--- src/rtl/seg_scan_capture.sv ---
// +------------------------------------------------------------------------+
// | seg_scan_capture: recovers hex digits from a scanned 7-segment bus.    |
// | Optional macro SEG_CAPTURE_DP_EN adds decimal-point capture. Rev 1.0   |
// +------------------------------------------------------------------------+
`default_nettype none

module seg_scan_capture #(
  parameter int STABLE_CNT = 4,
  parameter int CNT_W      = 8
) (
  input  logic        clk,
  input  logic        rstb,
  input  logic [3:0]  an,
  input  logic [6:0]  seg,
`ifdef SEG_CAPTURE_DP_EN
  input  logic        dp,
  output logic [3:0]  dp_bits,
`endif
  input  logic        frame_ack,
  output logic [15:0] digits,
  output logic        frame_valid,
  output logic        overrun,
  output logic        dec_err,
  output logic        seq_err
);

`ifdef SEG_CAPTURE_DP_EN
  localparam int W = 12;
`else
  localparam int W = 11;
`endif
  localparam logic [CNT_W-1:0] C_FULL = CNT_W'(STABLE_CNT);
  localparam logic [CNT_W-1:0] C_LAST = CNT_W'(STABLE_CNT - 1);

  typedef enum logic [0:0] {IDLE = 1'b0, COLLECT = 1'b1} state_t;

  logic [W-1:0]     raw, meta, sync, prev;
  logic [CNT_W-1:0] cnt;
  logic             cap;

`ifdef SEG_CAPTURE_DP_EN
  assign raw = {an, seg, dp};
`else
  assign raw = {an, seg};
`endif

  always_ff @(posedge clk or negedge rstb) begin
    if (!rstb) begin
      meta <= '1;
      sync <= '1;
      prev <= '1;
      cnt  <= '0;
    end else begin
      meta <= raw;
      sync <= meta;
      prev <= sync;
      if (sync != prev)   cnt <= '0;
      else if (cnt != C_FULL) cnt <= cnt + 1'b1;
    end
  end

  // One strobe per stable period: only the step into saturation fires.
  assign cap = (sync == prev) && (cnt == C_LAST);

  logic [3:0] s_an;
  logic [6:0] s_seg;
  assign s_an  = sync[W-1 -: 4];
  assign s_seg = sync[W-5 -: 7];

  logic       blank, multi;
  logic [1:0] sel;
  always_comb begin
    blank = 1'b0;
    multi = 1'b0;
    sel   = 2'd0;
    case (s_an)
      4'b1110: sel = 2'd0;
      4'b1101: sel = 2'd1;
      4'b1011: sel = 2'd2;
      4'b0111: sel = 2'd3;
      4'b1111: blank = 1'b1;
      default: multi = 1'b1;
    endcase
  end

  logic       seg_ok;
  logic [3:0] nib;
  always_comb begin
    seg_ok = 1'b1;
    nib    = 4'h0;
    case (s_seg)
      7'h40: nib = 4'h0;  7'h79: nib = 4'h1;  7'h24: nib = 4'h2;  7'h30: nib = 4'h3;
      7'h19: nib = 4'h4;  7'h12: nib = 4'h5;  7'h02: nib = 4'h6;  7'h78: nib = 4'h7;
      7'h00: nib = 4'h8;  7'h10: nib = 4'h9;  7'h08: nib = 4'hA;  7'h03: nib = 4'hB;
      7'h46: nib = 4'hC;  7'h21: nib = 4'hD;  7'h06: nib = 4'hE;  7'h0E: nib = 4'hF;
      default: seg_ok = 1'b0;
    endcase
  end

  state_t          state, state_n;
  logic [1:0]      exp_sel, exp_sel_n;
  logic [2:0][3:0] shadow, shadow_n;
  logic [15:0]     digits_n;
  logic            valid_n, overrun_n, dec_n, seq_n;
`ifdef SEG_CAPTURE_DP_EN
  logic [2:0] dp_sh, dp_sh_n;
  logic [3:0] dp_bits_n;
  logic       lit;
  assign lit = ~sync[0];
`endif

  always_ff @(posedge clk or negedge rstb) begin
    if (!rstb) begin
      state       <= IDLE;
      exp_sel     <= 2'd0;
      shadow      <= '0;
      digits      <= '0;
      frame_valid <= 1'b0;
      overrun     <= 1'b0;
      dec_err     <= 1'b0;
      seq_err     <= 1'b0;
`ifdef SEG_CAPTURE_DP_EN
      dp_sh       <= '0;
      dp_bits     <= '0;
`endif
    end else begin
      state       <= state_n;
      exp_sel     <= exp_sel_n;
      shadow      <= shadow_n;
      digits      <= digits_n;
      frame_valid <= valid_n;
      overrun     <= overrun_n;
      dec_err     <= dec_n;
      seq_err     <= seq_n;
`ifdef SEG_CAPTURE_DP_EN
      dp_sh       <= dp_sh_n;
      dp_bits     <= dp_bits_n;
`endif
    end
  end

  always_comb begin
    state_n   = state;
    exp_sel_n = exp_sel;
    shadow_n  = shadow;
    digits_n  = digits;
    valid_n   = frame_valid & ~frame_ack;
    overrun_n = overrun & ~frame_ack;
    dec_n     = 1'b0;
    seq_n     = 1'b0;
`ifdef SEG_CAPTURE_DP_EN
    dp_sh_n   = dp_sh;
    dp_bits_n = dp_bits;
`endif
    if (cap && !blank) begin
      if (multi || !seg_ok) begin
        dec_n   = 1'b1;
        state_n = IDLE;
      end else if (state == IDLE || (sel != exp_sel && sel == 2'd0)) begin
        // Slot 0 always (re)starts a frame; out-of-order restarts also flag.
        seq_n = (state == COLLECT);
        if (sel == 2'd0) begin
          shadow_n[0] = nib;
          exp_sel_n   = 2'd1;
          state_n     = COLLECT;
`ifdef SEG_CAPTURE_DP_EN
          dp_sh_n[0]  = lit;
`endif
        end
      end else if (sel != exp_sel) begin
        seq_n   = 1'b1;
        state_n = IDLE;
      end else if (exp_sel == 2'd3) begin
        digits_n  = {nib, shadow[2], shadow[1], shadow[0]};
        valid_n   = 1'b1;
        overrun_n = overrun_n | (frame_valid & ~frame_ack);
        state_n   = IDLE;
`ifdef SEG_CAPTURE_DP_EN
        dp_bits_n = {lit, dp_sh};
`endif
      end else begin
        shadow_n[exp_sel] = nib;
        exp_sel_n         = exp_sel + 2'd1;
`ifdef SEG_CAPTURE_DP_EN
        dp_sh_n[exp_sel]  = lit;
`endif
      end
    end
  end

endmodule

`default_nettype wire
--- config.mk ---
export PLATFORM = sky130hd
export DESIGN_NAME = seg_scan_capture
export DESIGN_NICKNAME = d
export VERILOG_FILES = /design/src/rtl/seg_scan_capture.sv
export SDC_FILE = /design/constraint.sdc
export NUM_CORES = 1
export LEC_CHECK = 0
export ABC_AREA = 1
export CORE_MARGIN = 4
export CORE_UTILIZATION = 60
export DETAILED_ROUTE_END_ITERATION = 8
export PLACE_DENSITY_LB_ADDON = 0.3
export SYNTH_ARGS = -nofsm -noshare
export SYNTH_HDL_FRONTEND = slang
export SYNTH_SLANG_ARGS = --single-unit
--- constraint.sdc ---
create_clock -name clk -period 4.02 [get_ports clk]
set_clock_uncertainty 0.15 [all_clocks]
set_input_delay 0.804 -clock clk [delete_from_list [all_inputs] [get_ports clk]]
set_output_delay 0.804 -clock clk [all_outputs]
set_load 0.1 [all_outputs]
# After elaboration in Yosys (flattened, before gate mapping)
# Cells that the tools add are included.
dict set report word_totals {
  ff_bits 76
  word_cells 114
}
dict set report op_classes {
  n_addsub 2
  n_lt_le_gt_ge 2
  n_eq_ne 30
  muxes 39
  n_bitwise 9
  n_reduce_logical 18
}
# operator count
set ops {}
lappend ops {{case mux 4 bit (15 select lines)} 1}
lappend ops {{equality test 7 bit (second input constant)} 4}
lappend ops {{two-way mux 1 bit} 24}
lappend ops {{equality test 7 x 5 -> 1 bit (second input constant)} 3}
lappend ops {{equality test 7 x 6 -> 1 bit (second input constant)} 3}
lappend ops {{two-way mux 4 bit} 5}
lappend ops {{equality test 4 bit (second input constant)} 4}
lappend ops {{two-way mux 8 bit} 2}
lappend ops {{OR reduction 16 bit} 1}
lappend ops {{AND reduction 5 bit} 3}
lappend ops {{equality test 7 x 2 -> 1 bit (second input constant)} 2}
lappend ops {{equality test 7 x 4 -> 1 bit (second input constant)} 2}
lappend ops {{bitwise mux 12 bit} 1}
lappend ops {{equality test 11 bit} 1}
lappend ops {{!= test 11 bit} 1}
lappend ops {{adder 8 x 1 -> 8 bit (second input constant)} 1}
lappend ops {{demux 4 bit (select 2 bit)} 1}
lappend ops {{equality test 8 x 2 -> 1 bit (second input constant)} 1}
lappend ops {{two-way mux 2 bit} 4}
lappend ops {{!= test 8 x 3 -> 1 bit (second input constant)} 1}
lappend ops {{equality test 7 x 3 -> 1 bit (second input constant)} 1}
lappend ops {{logical NOT 7 bit} 1}
lappend ops {{inverter 1 bit} 6}
lappend ops {{case mux 2 bit (3 select lines)} 1}
lappend ops {{19 further kinds} 26}

# Logic depth before layout (Yosys ltp)
dict set report logic_depth {
  word_depth 8
  mapped_depth 14
}

# Worst setup path after synthesis
# Ideal clock, no wire load.
dict set report synth_timing {
  path_kind {register -> register}
  from {register sync[10]}
  to {register digits[10]}
  setup_time_ps 121
  arrival_ps 1642
  required_ps 3749
  setup_slack_ps 2107
  path_stages_with_launch 13
  n_path_buf 1
  synth_period_minus_slack_ps 1913
  path_cell_list {dfstp_2 -> inv_1 -> nand2_1 -> nor2_1 -> nor2_1 -> nand2_1 -> nand2_1 -> nand3_1 -> nor2_2 -> nand3_4 -> buf_6 -> nand2_2 -> o21ai_2}
}
dict set report synth_between {
  elab_chain_cells 7
}
# element line
set synth_rtl {}
lappend synth_rtl {{from (decl)} 37} ;# logic [W-1:0] raw, meta, sync, prev;
lappend synth_rtl {{from (signal assigned)} 55} ;# sync <= meta;
lappend synth_rtl {{equality test 4 x 3 -> 1 bit / equality test 4 bit (equally long branches)} 76} ;# case (s_an)
lappend synth_rtl {{case mux 2 bit (3 select lines)} 76}
lappend synth_rtl {{!= test 2 bit / logical NOT 2 bit (equally long branches)} {159, 170}}
lappend synth_rtl {{logical AND 1 bit} 159} ;# end else if (state == IDLE || (sel != exp_sel && sel == 2'd0)) begin
lappend synth_rtl {{logical OR 1 bit} 159}
lappend synth_rtl {{inverter 1 bit (no source line)} n/a}
lappend synth_rtl {{AND reduction 5 bit (no source line) *} n/a}
lappend synth_rtl {{to (signal assigned)} 130} ;# digits <= digits_n;
lappend synth_rtl {{to (decl)} 20} ;# output logic [15:0] digits,
# Mark *: on every way between the ends. The rest lies on a longest branch, timed or not.
# A chain may end at the register's enable or synchronous reset.

# Worst setup path in the final report
dict set report layout_timing {
  from {register frame_valid}
  to {output frame_valid}
}
# element line
set layout_lines {}
lappend layout_lines {{from (decl)} 21} ;# output logic frame_valid,
lappend layout_lines {{from (signal assigned)} 131} ;# frame_valid <= valid_n;
# No word-level cell between the ends.

==> impl_metrics.yaml <==
critical_path:
  cp_max_fo: 3
  crit_chain: "clkdlybuf4s50_1"
  cp.required_ns: 3.07
  endpoint_kind: "output port"
  crit_path_start_kind: "flip-flop"
  rr_endpoint: "digits[1]"
  path_class: "flip-flop to output port"
  r2r_cells: 8
  critPathArrivalTime_ns: 1.86
  r2r_slack_ns: 1.54
  critPathSlowestCell: "clkdlybuf4s50_1"
  path_buf_inv: 1
  path_delay_family: "buffers and inverters"
  r2r_start: "sync[3]"
  slowest_delay_ns: 1.14
power_and_ir_drop:
  combinationalPowerShare: 0.052
  ir_drop_v: 0.000258
  swShare: 0.218
  power.switching_mw: 0.326
  pwr-share-seq: 0.540
  power.density_nw_per_um2: 359
  power_frac_clock: 0.408
  p_leak_nw: 1.91
  p_int_mw: 1.17
min_path:
  hp-start: "meta[4]"
  hp-class: "flip-flop to flip-flop"
  hold_depth: 0
  min_to: "sync[4]"
place:
  dp_hpwl_um: 4610
  io_buffers: 33
  gp_congestion: 0.936
global_route:
  grt_start_max_net_pins: 41
  track_usage: 0.201
  antenna_found_initial: 0
  overflow: 0
  grt_pass1_vias: 2651
  grt_pass1_wl_um: 11500
clock_network:
  cts_sinks: 76
  ctsHoldBuffers: 0
  postCtsResizedCells: 0
  clockBufferDepth: 2
  cts_setup_buffers: 0
  insertion_delay_ns: 0.34
  clkSlewWorstSetupHoldPaths_ns: 0.07
  htreeDepth: 3
  cts_made_buffers: 9
  cts_tree: "done"
  cts_root_buffer: "clkbuf_8"
floorplan:
  ios: 34
  start_util: 0.632
  fp.dieH_um: 85.1
  dieArea_um2: 7240
  rows: 27
  core_area_um2: 5640
  die_x_um: 85.1
synthesis:
  synth_area_um2: 3570
  synth_nets: 399
  synth_cells: 379
  synth.distinct_cells: 32
  synth-seq-cells: 76
  yosysWarnings: 0
  synth.avg_cell_area_um2: 9.41
  seq_area_frac_synth: 0.545
drt:
  wirelength_um: 6380
  ant_nets: 0
  dr.pass1.iters: 4
  drtIter0Drc: 159
  vias_per_cell: 5.22
  vias: 2592
  post_drt_wl_per_cell_um: 12.8
  drc: 0
cells_and_area:
  final_cell_mix: "nand2_1 (83), inv_1 (46), dfrtp_1 (43)"
  nNetsFinal: 440
  syn_to_final_growth_pct: 16.9
  insertedDiodeCount: 0
  final_core_util: 0.739
  layout-drive-gt1-share: 0.261
  layout_commonest_cell: "nand2_1"
flow_run:
  max-cap-violations: 0
timing:
  report.final.slew_viol_count: 0
  worst-slew-pin-transition_ns: 0.989
  rsz0062_at_grt: "no"
  setup_violations: 0
  max_slew_margin: 0.339
  finalSetupTns_ns: 0
  finalCritPeriodShare: 0.701
  hold_viol_final: 0
  period_needed_ns: 2.82
  max_freq_mhz: 355
outcome:
  status: "finished clean"
per-layer routing:
| metal | global-route usage | share of wire | up-vias |
|---|---|---|---|
| met2 | 0.333 | 0.51 | 60 |
| met5 | 0 | 0 | - |
| li1 | - | - | 1291 |
| met3 | 0.0485 | 0.045 | 21 |
| met1 | 0.238 | 0.41 | 1220 |
| met4 | 0.114 | 0.034 | 0 |
area by class of cell:
type	instances	area (µm²)
clock buffer	11	131
clock inverter	5	76.3
fill	391	1470
inverter	52	195
multi-input combinational	247	1390
sequential	76	1940
tap	72	90.1
timing repair buffer	34	345
state kept, by name (all words and copies together) (netlist names):
register and cells:
meta 11, cnt 8, overrun 1, exp_sel 2, sync 11, state 1, seq_err 1, shadow 12
frame_valid 1, digits 16, dec_err 1, prev 11
worst max-delay path by stage:
stage                start     endpoint  slack [ns]  cells after the start
6_report       frame_valid  frame_valid        1.20                      1
5_1_grt          digits[9]    digits[9]        1.16                      1
4_1_cts          digits[6]    digits[6]        1.19                      1
3_5_place_dp       sync[3]    digits[1]        1.54                      8
3_3_place_gp   frame_valid  frame_valid        1.58                      1
2_1_floorplan     sync[10]   digits[10]        2.11                     12
cell usage after synthesis:
| master | n | area (µm²) |
|---|---|---|
| nand2_1 | 83 | 312 |
| inv_1 | 46 | 173 |
| dfrtp_1 | 43 | 1080 |
| dfstp_2 | 33 | 867 |
| nor2_1 | 29 | 109 |
| nand2_2 | 21 | 131 |
| nand3_1 | 19 | 95.1 |
| nand4_1 | 15 | 93.8 |
| o21ai_2 | 15 | 131 |
| nor2_2 | 7 | 43.8 |
| nor3_1 | 7 | 35.0 |
| a21oi_1 | 6 | 30.0 |
| ha_1 | 6 | 75.1 |
| inv_2 | 6 | 22.5 |
| xor2_1 | 6 | 52.6 |
| nand3_2 | 5 | 50.1 |
| o21ai_0 | 5 | 25.0 |
| xnor2_1 | 5 | 43.8 |
| o21ai_1 | 4 | 20.0 |
| buf_6 | 3 | 33.8 |
| nor2_4 | 3 | 33.8 |
| nand3_4 | 2 | 35.0 |
| a211oi_1 | 1 | 7.51 |
| a21oi_2 | 1 | 8.76 |
| a31oi_1 | 1 | 6.26 |
| buf_2 | 1 | 5.00 |
| nor3_2 | 1 | 10.0 |
| nor4_1 | 1 | 6.26 |
| o211ai_1 | 1 | 7.51 |
| o211ai_2 | 1 | 12.5 |
| o21bai_1 | 1 | 7.51 |
| or2_2 | 1 | 6.26 |
worst reg2reg max path, cell delays in order (launching register included):
cell,delay (ns)
dfstp_2,0.60
xnor2_1,0.15
nand3_1,0.13
nor2_1,0.19
nand3_1,0.19
nor2_2,0.23
nand3_4,0.42
nand2_1,0.22
o21ai_2,0.06
power groups by stage:
stage	Sequential [mW]	Combinational, mW	Clock [mW]
finish	0.809	0.0779	0.610
global route	0.812	0.0896	0.660
CTS	0.810	0.0798	0.622
detailed placement	0.823	0.0786	0
global placement	0.822	0.0764	0
floorplan	0.819	0.0408	0
logic make-up after synthesis:
logic type / Yosys count / share of synthesized area
AOI/OAI and AO/OA: 36 / 0.0719
xor gates and xnor gates: 11 / 0.0270
adders and majority gates: 6 / 0.0211
and+or+nand+nor: 194 / 0.269
DFF: 76 / 0.545
buffers and inverters: 56 / 0.0656
per-stage QoR:
step,setup slack [ns],instance area [µm²],hold slack [ns],power [mW],std cells
6_report,1.20,4170,0.207,1.50,497
3_5_place_dp,1.54,3960,0.197,0.902,481
3_3_place_gp,1.58,3960,0.196,0.898,481
4_1_cts,1.19,4170,0.207,1.51,497
2_1_floorplan,2.11,3570,0.195,0.860,379
5_1_grt,1.16,4170,0.209,1.56,497
Note: power is estimated with default switching activity, not from simulation.
